**config.mk**
```make
export PLATFORM = sky130hd
export DESIGN_NAME = lsu_ctrl
export DESIGN_NICKNAME = d
export VERILOG_FILES = /design/src/rtl/lsu_ctrl.sv
export SDC_FILE = /design/constraint.sdc
export NUM_CORES = 1
export LEC_CHECK = 0
export CORE_MARGIN = 2
export CORE_UTILIZATION = 30
export CTS_CLUSTER_SIZE = 12
export DETAILED_ROUTE_END_ITERATION = 16
export PLACE_DENSITY = 0.73
export SYNTH_ARGS = -nofsm -noshare
export SYNTH_HDL_FRONTEND = slang
export SYNTH_SLANG_ARGS = --single-unit
```
**constraint.sdc**
```tcl
create_clock -name clk -period 5.2 [get_ports clk]
set_clock_uncertainty 0.2 [all_clocks]
set_input_delay 1.04 -clock clk [delete_from_list [all_inputs] [get_ports clk]]
set_output_delay 1.04 -clock clk [all_outputs]
set_load 0.005 [all_outputs]
```
**src/rtl/lsu_ctrl.sv**
```systemverilog
// Load/store controller between execute and the byte-addressed data memory.
// Forms the effective address, checks bounds/alignment, strobes writes and returns tagged responses.
module lsu_ctrl #(
   parameter int unsigned MEM_BYTES  = 100,
   parameter bit          ALIGN_WORD = 1'b1
) (
   input  logic        clk,
   input  logic        rst,
   input  logic        req_valid,
   output logic        req_ready,
   input  logic [2:0]  req_op,
   input  logic [15:0] req_base,
   input  logic [15:0] req_offset,
   input  logic [15:0] req_data,
   input  logic [2:0]  req_rd,
   output logic        resp_valid,
   input  logic        resp_ready,
   output logic [15:0] resp_data,
   output logic [2:0]  resp_rd,
   output logic        resp_is_load,
   output logic        resp_fault,
   output logic        busy,
   output logic [15:0] mem_addr,
   output logic [15:0] mem_immd,
   output logic [15:0] mem_wdata,
   output logic [1:0]  mem_memw,
   input  logic [7:0]  mem_byte,
   input  logic [15:0] mem_word
);

   typedef enum logic [1:0] {IDLE, EXEC, RESP} state_t;

   localparam logic [2:0]  OP_LB      = 3'b000;
   localparam logic [2:0]  OP_LBU     = 3'b001;
   localparam logic [2:0]  OP_LW      = 3'b010;
   localparam logic [2:0]  OP_SB      = 3'b100;
   localparam logic [2:0]  OP_SW      = 3'b101;
   localparam logic [15:0] BYTE_LIMIT = 16'(MEM_BYTES);
   localparam logic [15:0] WORD_LIMIT = 16'(MEM_BYTES - 2);

   state_t      state_q, state_d;
   logic [2:0]  op_q, op_d;
   logic [2:0]  rd_q, rd_d;
   logic [15:0] addr_q, addr_d;
   logic [15:0] wdata_q, wdata_d;
   logic [15:0] resp_data_q, resp_data_d;
   logic [2:0]  resp_rd_q, resp_rd_d;
   logic        resp_is_load_q, resp_is_load_d;
   logic        resp_fault_q, resp_fault_d;

   logic        accept;
   logic        is_byte, is_word, is_load, illegal, fault;
   logic [15:0] load_data;

   // Fault decode works purely on the latched request, so it is stable for the whole EXEC cycle.
   always_comb begin
      is_byte = (op_q == OP_LB) || (op_q == OP_LBU) || (op_q == OP_SB);
      is_word = (op_q == OP_LW) || (op_q == OP_SW);
      is_load = (op_q == OP_LB) || (op_q == OP_LBU) || (op_q == OP_LW);
      illegal = !(is_byte || is_word);
      fault   = illegal
             || (is_byte && (addr_q >= BYTE_LIMIT))
             || (is_word && (addr_q > WORD_LIMIT))
             || (is_word && ALIGN_WORD && addr_q[0]);
   end

   always_comb begin
      load_data = 16'h0000;
      if (!fault) begin
         case (op_q)
            OP_LB:   load_data = {{8{mem_byte[7]}}, mem_byte};
            OP_LBU:  load_data = {8'h00, mem_byte};
            OP_LW:   load_data = mem_word;
            default: load_data = 16'h0000;
         endcase
      end
   end

   assign req_ready = rst && ((state_q == IDLE) || ((state_q == RESP) && resp_ready));
   assign accept    = req_valid && req_ready;

   // NOTE: every variable gets its default before the case so no path leaves one unassigned (no latches).
   always_comb begin
      state_d        = state_q;
      op_d           = op_q;
      rd_d           = rd_q;
      addr_d         = addr_q;
      wdata_d        = wdata_q;
      resp_data_d    = resp_data_q;
      resp_rd_d      = resp_rd_q;
      resp_is_load_d = resp_is_load_q;
      resp_fault_d   = resp_fault_q;
      mem_memw       = 2'b00;

      case (state_q)
         IDLE: begin
            if (accept) state_d = EXEC;
         end
         EXEC: begin
            if (!fault && (op_q == OP_SB)) mem_memw = 2'b01;
            if (!fault && (op_q == OP_SW)) mem_memw = 2'b10;
            resp_data_d    = load_data;
            resp_rd_d      = rd_q;
            resp_is_load_d = is_load;
            resp_fault_d   = fault;
            state_d        = RESP;
         end
         RESP: begin
            if (resp_ready) state_d = accept ? EXEC : IDLE;
         end
         default: state_d = IDLE;
      endcase

      if (accept) begin
         op_d    = req_op;
         rd_d    = req_rd;
         wdata_d = req_data;
         addr_d  = req_base + req_offset;
      end
   end

   // NOTE: sequential state uses non-blocking assignments so all registers sample pre-edge values.
   always_ff @(posedge clk or negedge rst) begin
      if (!rst) begin
         state_q        <= IDLE;
         op_q           <= 3'b000;
         rd_q           <= 3'b000;
         addr_q         <= 16'h0000;
         wdata_q        <= 16'h0000;
         resp_data_q    <= 16'h0000;
         resp_rd_q      <= 3'b000;
         resp_is_load_q <= 1'b0;
         resp_fault_q   <= 1'b0;
      end else begin
         state_q        <= state_d;
         op_q           <= op_d;
         rd_q           <= rd_d;
         addr_q         <= addr_d;
         wdata_q        <= wdata_d;
         resp_data_q    <= resp_data_d;
         resp_rd_q      <= resp_rd_d;
         resp_is_load_q <= resp_is_load_d;
         resp_fault_q   <= resp_fault_d;
      end
   end

   assign resp_valid   = (state_q == RESP);
   assign resp_data    = resp_data_q;
   assign resp_rd      = resp_rd_q;
   assign resp_is_load = resp_is_load_q;
   assign resp_fault   = resp_fault_q;
   assign busy         = (state_q != IDLE);
   assign mem_addr     = addr_q;
   assign mem_wdata    = wdata_q;
   assign mem_immd     = 16'h0000;

endmodule

```
==> impl_metrics.tcl, run 1 <==
set metrics [dict create \
    status "complete, no violations" \
    gr-total-overflow 0 \
    place.gp.congestion 0.799 \
    gr-usage-all-layers_pct 15.7 \
    ant_nets 0 \
    htree_levels 3 \
    yosys.area.top_type "dfrtp_1" \
    async_flop_share_pct 100 \
    crit_path_end_kind "primary output" \
    clock_latency_ns 0.32 \
    clkSlewWorstSetupHoldPaths_ns 0.06 \
    worst_slew_pin_slew_ns 1.04 \
    viasPerCell 4.80 \
    period_needed_ns 3.85 \
    max_clock_freq_ghz 0.260 \
    fin_nets 627 \
    finalSetupViolCount 0 \
    reg2regPathDepth 4 \
    grt_antenna_before_repair 0 \
    initial_core_util_pct 31.0 \
    grt_pass1_vias 3053 \
    hold_violations 0 \
    post-route-period-util_pct 74.0 \
    synth_area_per_cell_sq_um 8.59 \
    grt_max_degree 60 \
    grt_first_pass_wirelength_mm 14.7 \
    first_pass_iters 6 \
    max_slew_margin_pct 30.8 \
    cp_top_family "simple AND/OR/NAND/NOR gates" \
    hold_path_depth 2 \
    ios 156 \
    power_leakage_uw 0.00231 \
    max-vdd-ir-drop_mv 0.130 \
    crit_chain "nor2b_1 > nand4_1 > or4b_1 > nor3_1 > clkdlybuf4s50_1" \
    cp-start-kind "flip-flop" \
    num_vias 3231 \
    slowest_delay_ns 0.56 \
    worstPathRequired_ns 3.96 \
    final_common_cell "clkdlybuf4s50_1" \
    cp_max_fo 7 \
    synth-main-ff-cell "dfrtp_1" \
    drc 0 \
    powerDensity_mw_per_mm2 335 \
    postCtsSetupRepairBufs 0 \
    crit_cells 5 \
    netlist_instances 395 \
    wl_mm 9.61 \
    core_area_sq_mm 0.0109 \
    synth.top_cell.area_share_pct 45.0 \
    dpl.hpwl_mm 7.29 \
    num_rows 38 \
    ys_types 43 \
    cts_tree "built" \
    setup_tns_ns 0 \
    worstPathArrival_ns 2.61 \
    synth_area_sq_mm 0.00339 \
    power_uw 1730 \
    drtIter0Drc 134 \
    fp.dieH_um 110 \
    cts_inserted_buffers 9 \
    crit_buf_inv 1 \
    clockBufferDepth 2 \
    portBuffers 139 \
    hold_path_class "flip-flop to flip-flop" \
    cts_resized 0 \
    die_area_sq_mm 0.0122 \
    yosysSeqAreaShare_pct 45.0 \
    root_buffer "clkbuf_16" \
    final_cell_mix "clkdlybuf4s50_1 (138), nand2_1 (113), dfrtp_1 (61), a21oi_1 (35), o21ai_1 (20)" \
    synth-seq-cells 61 \
    ys_warn_count 0 \
    synth-edff-count 0 \
    criticalPathCategory "flip-flop to primary output" \
    area_growth_pct 51.9 \
    n_antenna_cell 0 \
    worst_path_max_delay_cell "or4b_1" \
    drv_slew 0 \
    rsz0062_at_grt "no" \
    drv_cap 0 \
    ys_top_cells_by_area "dfrtp_1 (45%), nand2_1 (13%), ha_1 (5.5%), a21oi_1 (5.2%), buf_4 (3.5%)" \
    die_w_um 110 \
    clock_sinks 61 \
    drive_above_1_share_pct 3.56 \
    cts_hold_buf 0 \
    wl_per_cell_um 14.3 \
]
-- worst reg2reg max path, cell delays in order (launching register included) --
cell and delay (ns):
dfrtp_1 0.41, nand2b_1 0.59, nor4_1 0.37, nand4_1 0.65
o31ai_1 0.52
-- metal layers --
metal  track usage (%)  routed length (um)
met3              4.23                 648
met4              5.18                 118
met5                 0                   0
met2              27.0                4800
met1              19.0                4050
-- flip-flops by register name (all words and copies together), names as in the netlist --
name and cells:
mem_addr 16, mem_wdata 16, op_q 3, rd_q 3
resp_data 16, resp_fault 1, resp_is_load 1, resp_rd 3
state_q 2
-- path summary, 6_finish.rpt --
| path | from | endpoint | slack (ns) |
|---|---|---|---|
| max | state_q[0] | mem_memw[1] | 1.35 |
| min | rd_q[1] | resp_rd[1] | 0.27 |
| max reg2reg | state_q[1] | resp_data[12] | 2.33 |
| min reg2reg | rd_q[1] | resp_rd[1] | 0.27 |
| max in group asynchronous | rst | rd_q[2] | 3.52 |
| min in group asynchronous | rst | mem_wdata[12] | 0.32 |
-- power by group --
group | internal, uW | leakage [uW] | switching (uW)
clock | 429 | 0.000152 | 199
sequential | 555 | 0.000780 | 73.1
combinational | 268 | 0.00138 | 203
total | 1250 | 0.00231 | 476
-- cell type report --
| class | count | area, sq um |
|---|---|---|
| well taps | 140 | 175 |
| fillers | 1066 | 5780 |
| clock inverters | 4 | 72.6 |
| repair buffers | 141 | 1400 |
| clock buffers | 11 | 243 |
| flip-flops and latches | 61 | 1530 |
| inverters | 9 | 33.8 |
| multi-input cells | 307 | 1700 |
-- stage by stage --
step	setup WS, ns	cell area, sq um	hold WS [ns]	util [%]	std cells
floorplan	2.29	3450	0.239	-	410
global placement	1.64	4840	0.251	44.2	658
detailed placement	1.56	4840	0.255	44.2	658
global route	1.22	5150	0.292	47.1	673
finish	1.35	5150	0.270	47.1	673
CTS	1.32	5150	0.269	47.1	673
-- cells in the mapped netlist, drive strengths merged (3+ instances only) --
cell    instances
o21a            3
a211oi          5
a21o            4
nand3           3
dfrtp          61
nor2b          11
xor2            6
nor2           16
xnor2           5
inv             9
clkbuf         10
nor3            3
nand2b          4
nand2         113
o21ai          29
a221o           3
ha             15
buf            23
o2111a          3
a21oi          35
o31ai           9
-- cells by family after synthesis --
kind of cell	Yosys count	share of synthesized area [%]
simple gates	161	20.2
flops	61	45.0
buf+inv	42	6.53
other cells	1	0.111
compound gates	103	19.2
xor+xnor	11	2.84
fa+ha+maj	16	6.12
No activity file was read; power rests on OpenSTA's default activity.
==> inputs of run 2 (changes only) <==
--- a/config.mk
+++ b/config.mk
@@ -9,7 +9,7 @@
 export CORE_UTILIZATION = 30
 export CTS_CLUSTER_SIZE = 12
 export DETAILED_ROUTE_END_ITERATION = 16
-export PLACE_DENSITY = 0.73
+export PLACE_DENSITY = 0.76
 export SYNTH_ARGS = -nofsm -noshare
 export SYNTH_HDL_FRONTEND = slang
 export SYNTH_SLANG_ARGS = --single-unit
==> constraint.sdc (replaced) <==
create_clock -name clk -period 3.4 [get_ports clk]
set_clock_uncertainty 0.2 [all_clocks]
set_input_delay 0.68 -clock clk [delete_from_list [all_inputs] [get_ports clk]]
set_output_delay 0.68 -clock clk [all_outputs]
set_load 0.005 [all_outputs]
==> impl_metrics.tcl, run 2 (synthesized netlist as in run 1, its figures left out) <==
set metrics [dict create \
    htree_levels 3 \
    criticalPathCategory "flip-flop to primary output" \
    first_pass_iters 7 \
    finalSetupViolCount 0 \
    clockBufferDepth 2 \
    die_area_sq_mm 0.0122 \
    grt_util_met2_pct 28.6 \
    gr-usage-all-layers_pct 16.1 \
    area_growth_pct 56.3 \
    stdcell_area_sq_mm 0.00530 \
    max-vdd-ir-drop_mv 0.196 \
    seqCellArea_sq_mm 0.00153 \
    worstPathRequired_ns 2.52 \
    worstPathArrival_ns 2.40 \
    cp-start-kind "flip-flop" \
    clock_sinks 61 \
    drv_cap 0 \
    place.gp.congestion 0.773 \
    cp_top_family "simple AND/OR/NAND/NOR gates" \
    multi_input_comb_area_sq_mm 0.00173 \
    preCtsSetupSlack_ns 0.138 \
    final_common_cell "clkdlybuf4s50_1" \
    startpoint "mem_addr[7]" \
    wl_mm 9.76 \
    period_needed_ns 3.28 \
    setup_ws_ns 0.119 \
    fin_nets 648 \
    grt_max_degree 52 \
    cts_tree "built" \
    drc 0 \
    clkSlewWorstSetupHoldPaths_ns 0.05 \
    setup_tns_ns 0 \
    status "complete, no violations" \
    hold_path_class "flip-flop to flip-flop" \
    ant_nets 0 \
    gr-max-usage-layer "met2" \
    post-route-period-util_pct 96.5 \
    stdcell_count 695 \
    hold_violations 0 \
    crit_path_end_kind "primary output" \
    grt_pass1_vias 3152 \
    cp_max_fo 4 \
    dp.cells 663 \
    worst_path_max_delay_cell "or4b_4" \
    num_rows 38 \
    drtIter0Drc 148 \
    crit_buf_inv 1 \
    n_antenna_cell 0 \
    power_leakage_uw 0.00242 \
    grt_antenna_before_repair 0 \
    r2r-start "mem_addr[8]" \
    core_area_sq_mm 0.0109 \
    crit_chain "nor4_4 > nand4_1 > or4b_4 > nor2_1 > clkdlybuf4s50_1" \
    fp.dieH_um 110 \
    cts_inserted_buffers 9 \
    viasPerCell 4.74 \
    powerDensity_mw_per_mm2 491 \
    clock_latency_ns 0.32 \
    drive_above_1_share_pct 7.39 \
    ios 156 \
    gr-usage-met1_pct 18.2 \
    final_cell_mix "clkdlybuf4s50_1 (137), nand2_1 (113), dfrtp_1 (61), a21oi_1 (35), buf_4 (22)" \
    dpl.hpwl_mm 7.36 \
    root_buffer "clkbuf_16" \
    rsz0062_at_grt "no" \
    portBuffers 139 \
    max_slew_margin_pct 57.5 \
    drv_slew 0 \
    grt_first_pass_wirelength_mm 15.1 \
    wl_per_cell_um 14.0 \
    n_fill_cell 1049 \
    initial_core_util_pct 31.0 \
    max_clock_freq_ghz 0.305 \
    final_core_util_pct 48.5 \
    die_w_um 110 \
    slowest_delay_ns 0.53 \
    min-delay-start "rd_q[2]" \
    num_vias 3296 \
    worst_slew_pin_slew_ns 0.636 \
    placed_area_sq_mm 0.00488 \
    use_met3_pct 4.82 \
    gr-total-overflow 0 \
]
-- run 2: worst paths after layout --
check,end,slack (ns),depth (start not counted)
hold / removal,resp_rd[2],0.26,2
hold reg to reg,resp_rd[2],0.26,2
max in group asynchronous,mem_wdata[3],1.76,3
setup / recovery,mem_memw[0],0.12,5
setup reg to reg,resp_data[1],0.52,18
min in group asynchronous,state_q[0],0.55,2
-- run 2: what timing repair did --
| item | CTS | global route |
|---|---|---|
| pin swaps | 2 | 1 |
| hold buffers | 1 | 0 |
| setup endpoints to repair | 1 | 14 |
| endpoints found under the hold margin | 3 | 0 |
| cloned | 0 | 0 |
| setup buffers | 13 | 2 |
| resized for setup | 3 | 3 |
-- run 2: layer usage --
layer / wire, um / up-vias
met1: 3980 / 1542
met3: 663 / 12
li1: - / 1634
met2: 4990 / 108
met4: 131 / 0
met5: 0 / -
-- run 2: metrics by stage --
stage               power (uW)  hold WS [ns]
global placement          1680         0.251
finish                    2600         0.264
floorplan                 1270         0.184
detailed placement        1700         0.260
global route              2760         0.291
CTS                       2620         0.271
-- run 2: worst register-to-register path, delay by kind of cell (launching register included) --
kind | cells | cell delay, ns
AO/OA/AOI/OAI | 1 | 0.08
buffers and inverters | 15 | 1.92
flip-flops | 1 | 0.42
AND/OR/NAND/NOR | 2 | 0.13
-- run 2: final cells by class --
type / instances / share of cell area, %
clock buffers: 15 / 5.05
clock inverters: 1 / 0.0944
inverters: 9 / 0.637
multi-input cells: 307 / 32.6
flip-flops and latches: 61 / 28.8
well taps: 140 / 3.30
repair buffers: 162 / 29.5
-- run 2: where the power goes --
group          internal [uW]  switching [uW]  total (uW)
clock network            532             297         829
registers                850             108         958
logic                    478             340         818
==> inputs of run 3 (changes only) <==
--- a/config.mk
+++ b/config.mk
@@ -10,6 +10,7 @@
 export CTS_CLUSTER_SIZE = 12
 export DETAILED_ROUTE_END_ITERATION = 16
 export PLACE_DENSITY = 0.76
+export SLEW_MARGIN = 10
 export SYNTH_ARGS = -nofsm -noshare
 export SYNTH_HDL_FRONTEND = slang
 export SYNTH_SLANG_ARGS = --single-unit
==> results of run 3 <==
Final layout, timing and power as in run 2 (identical DEF).
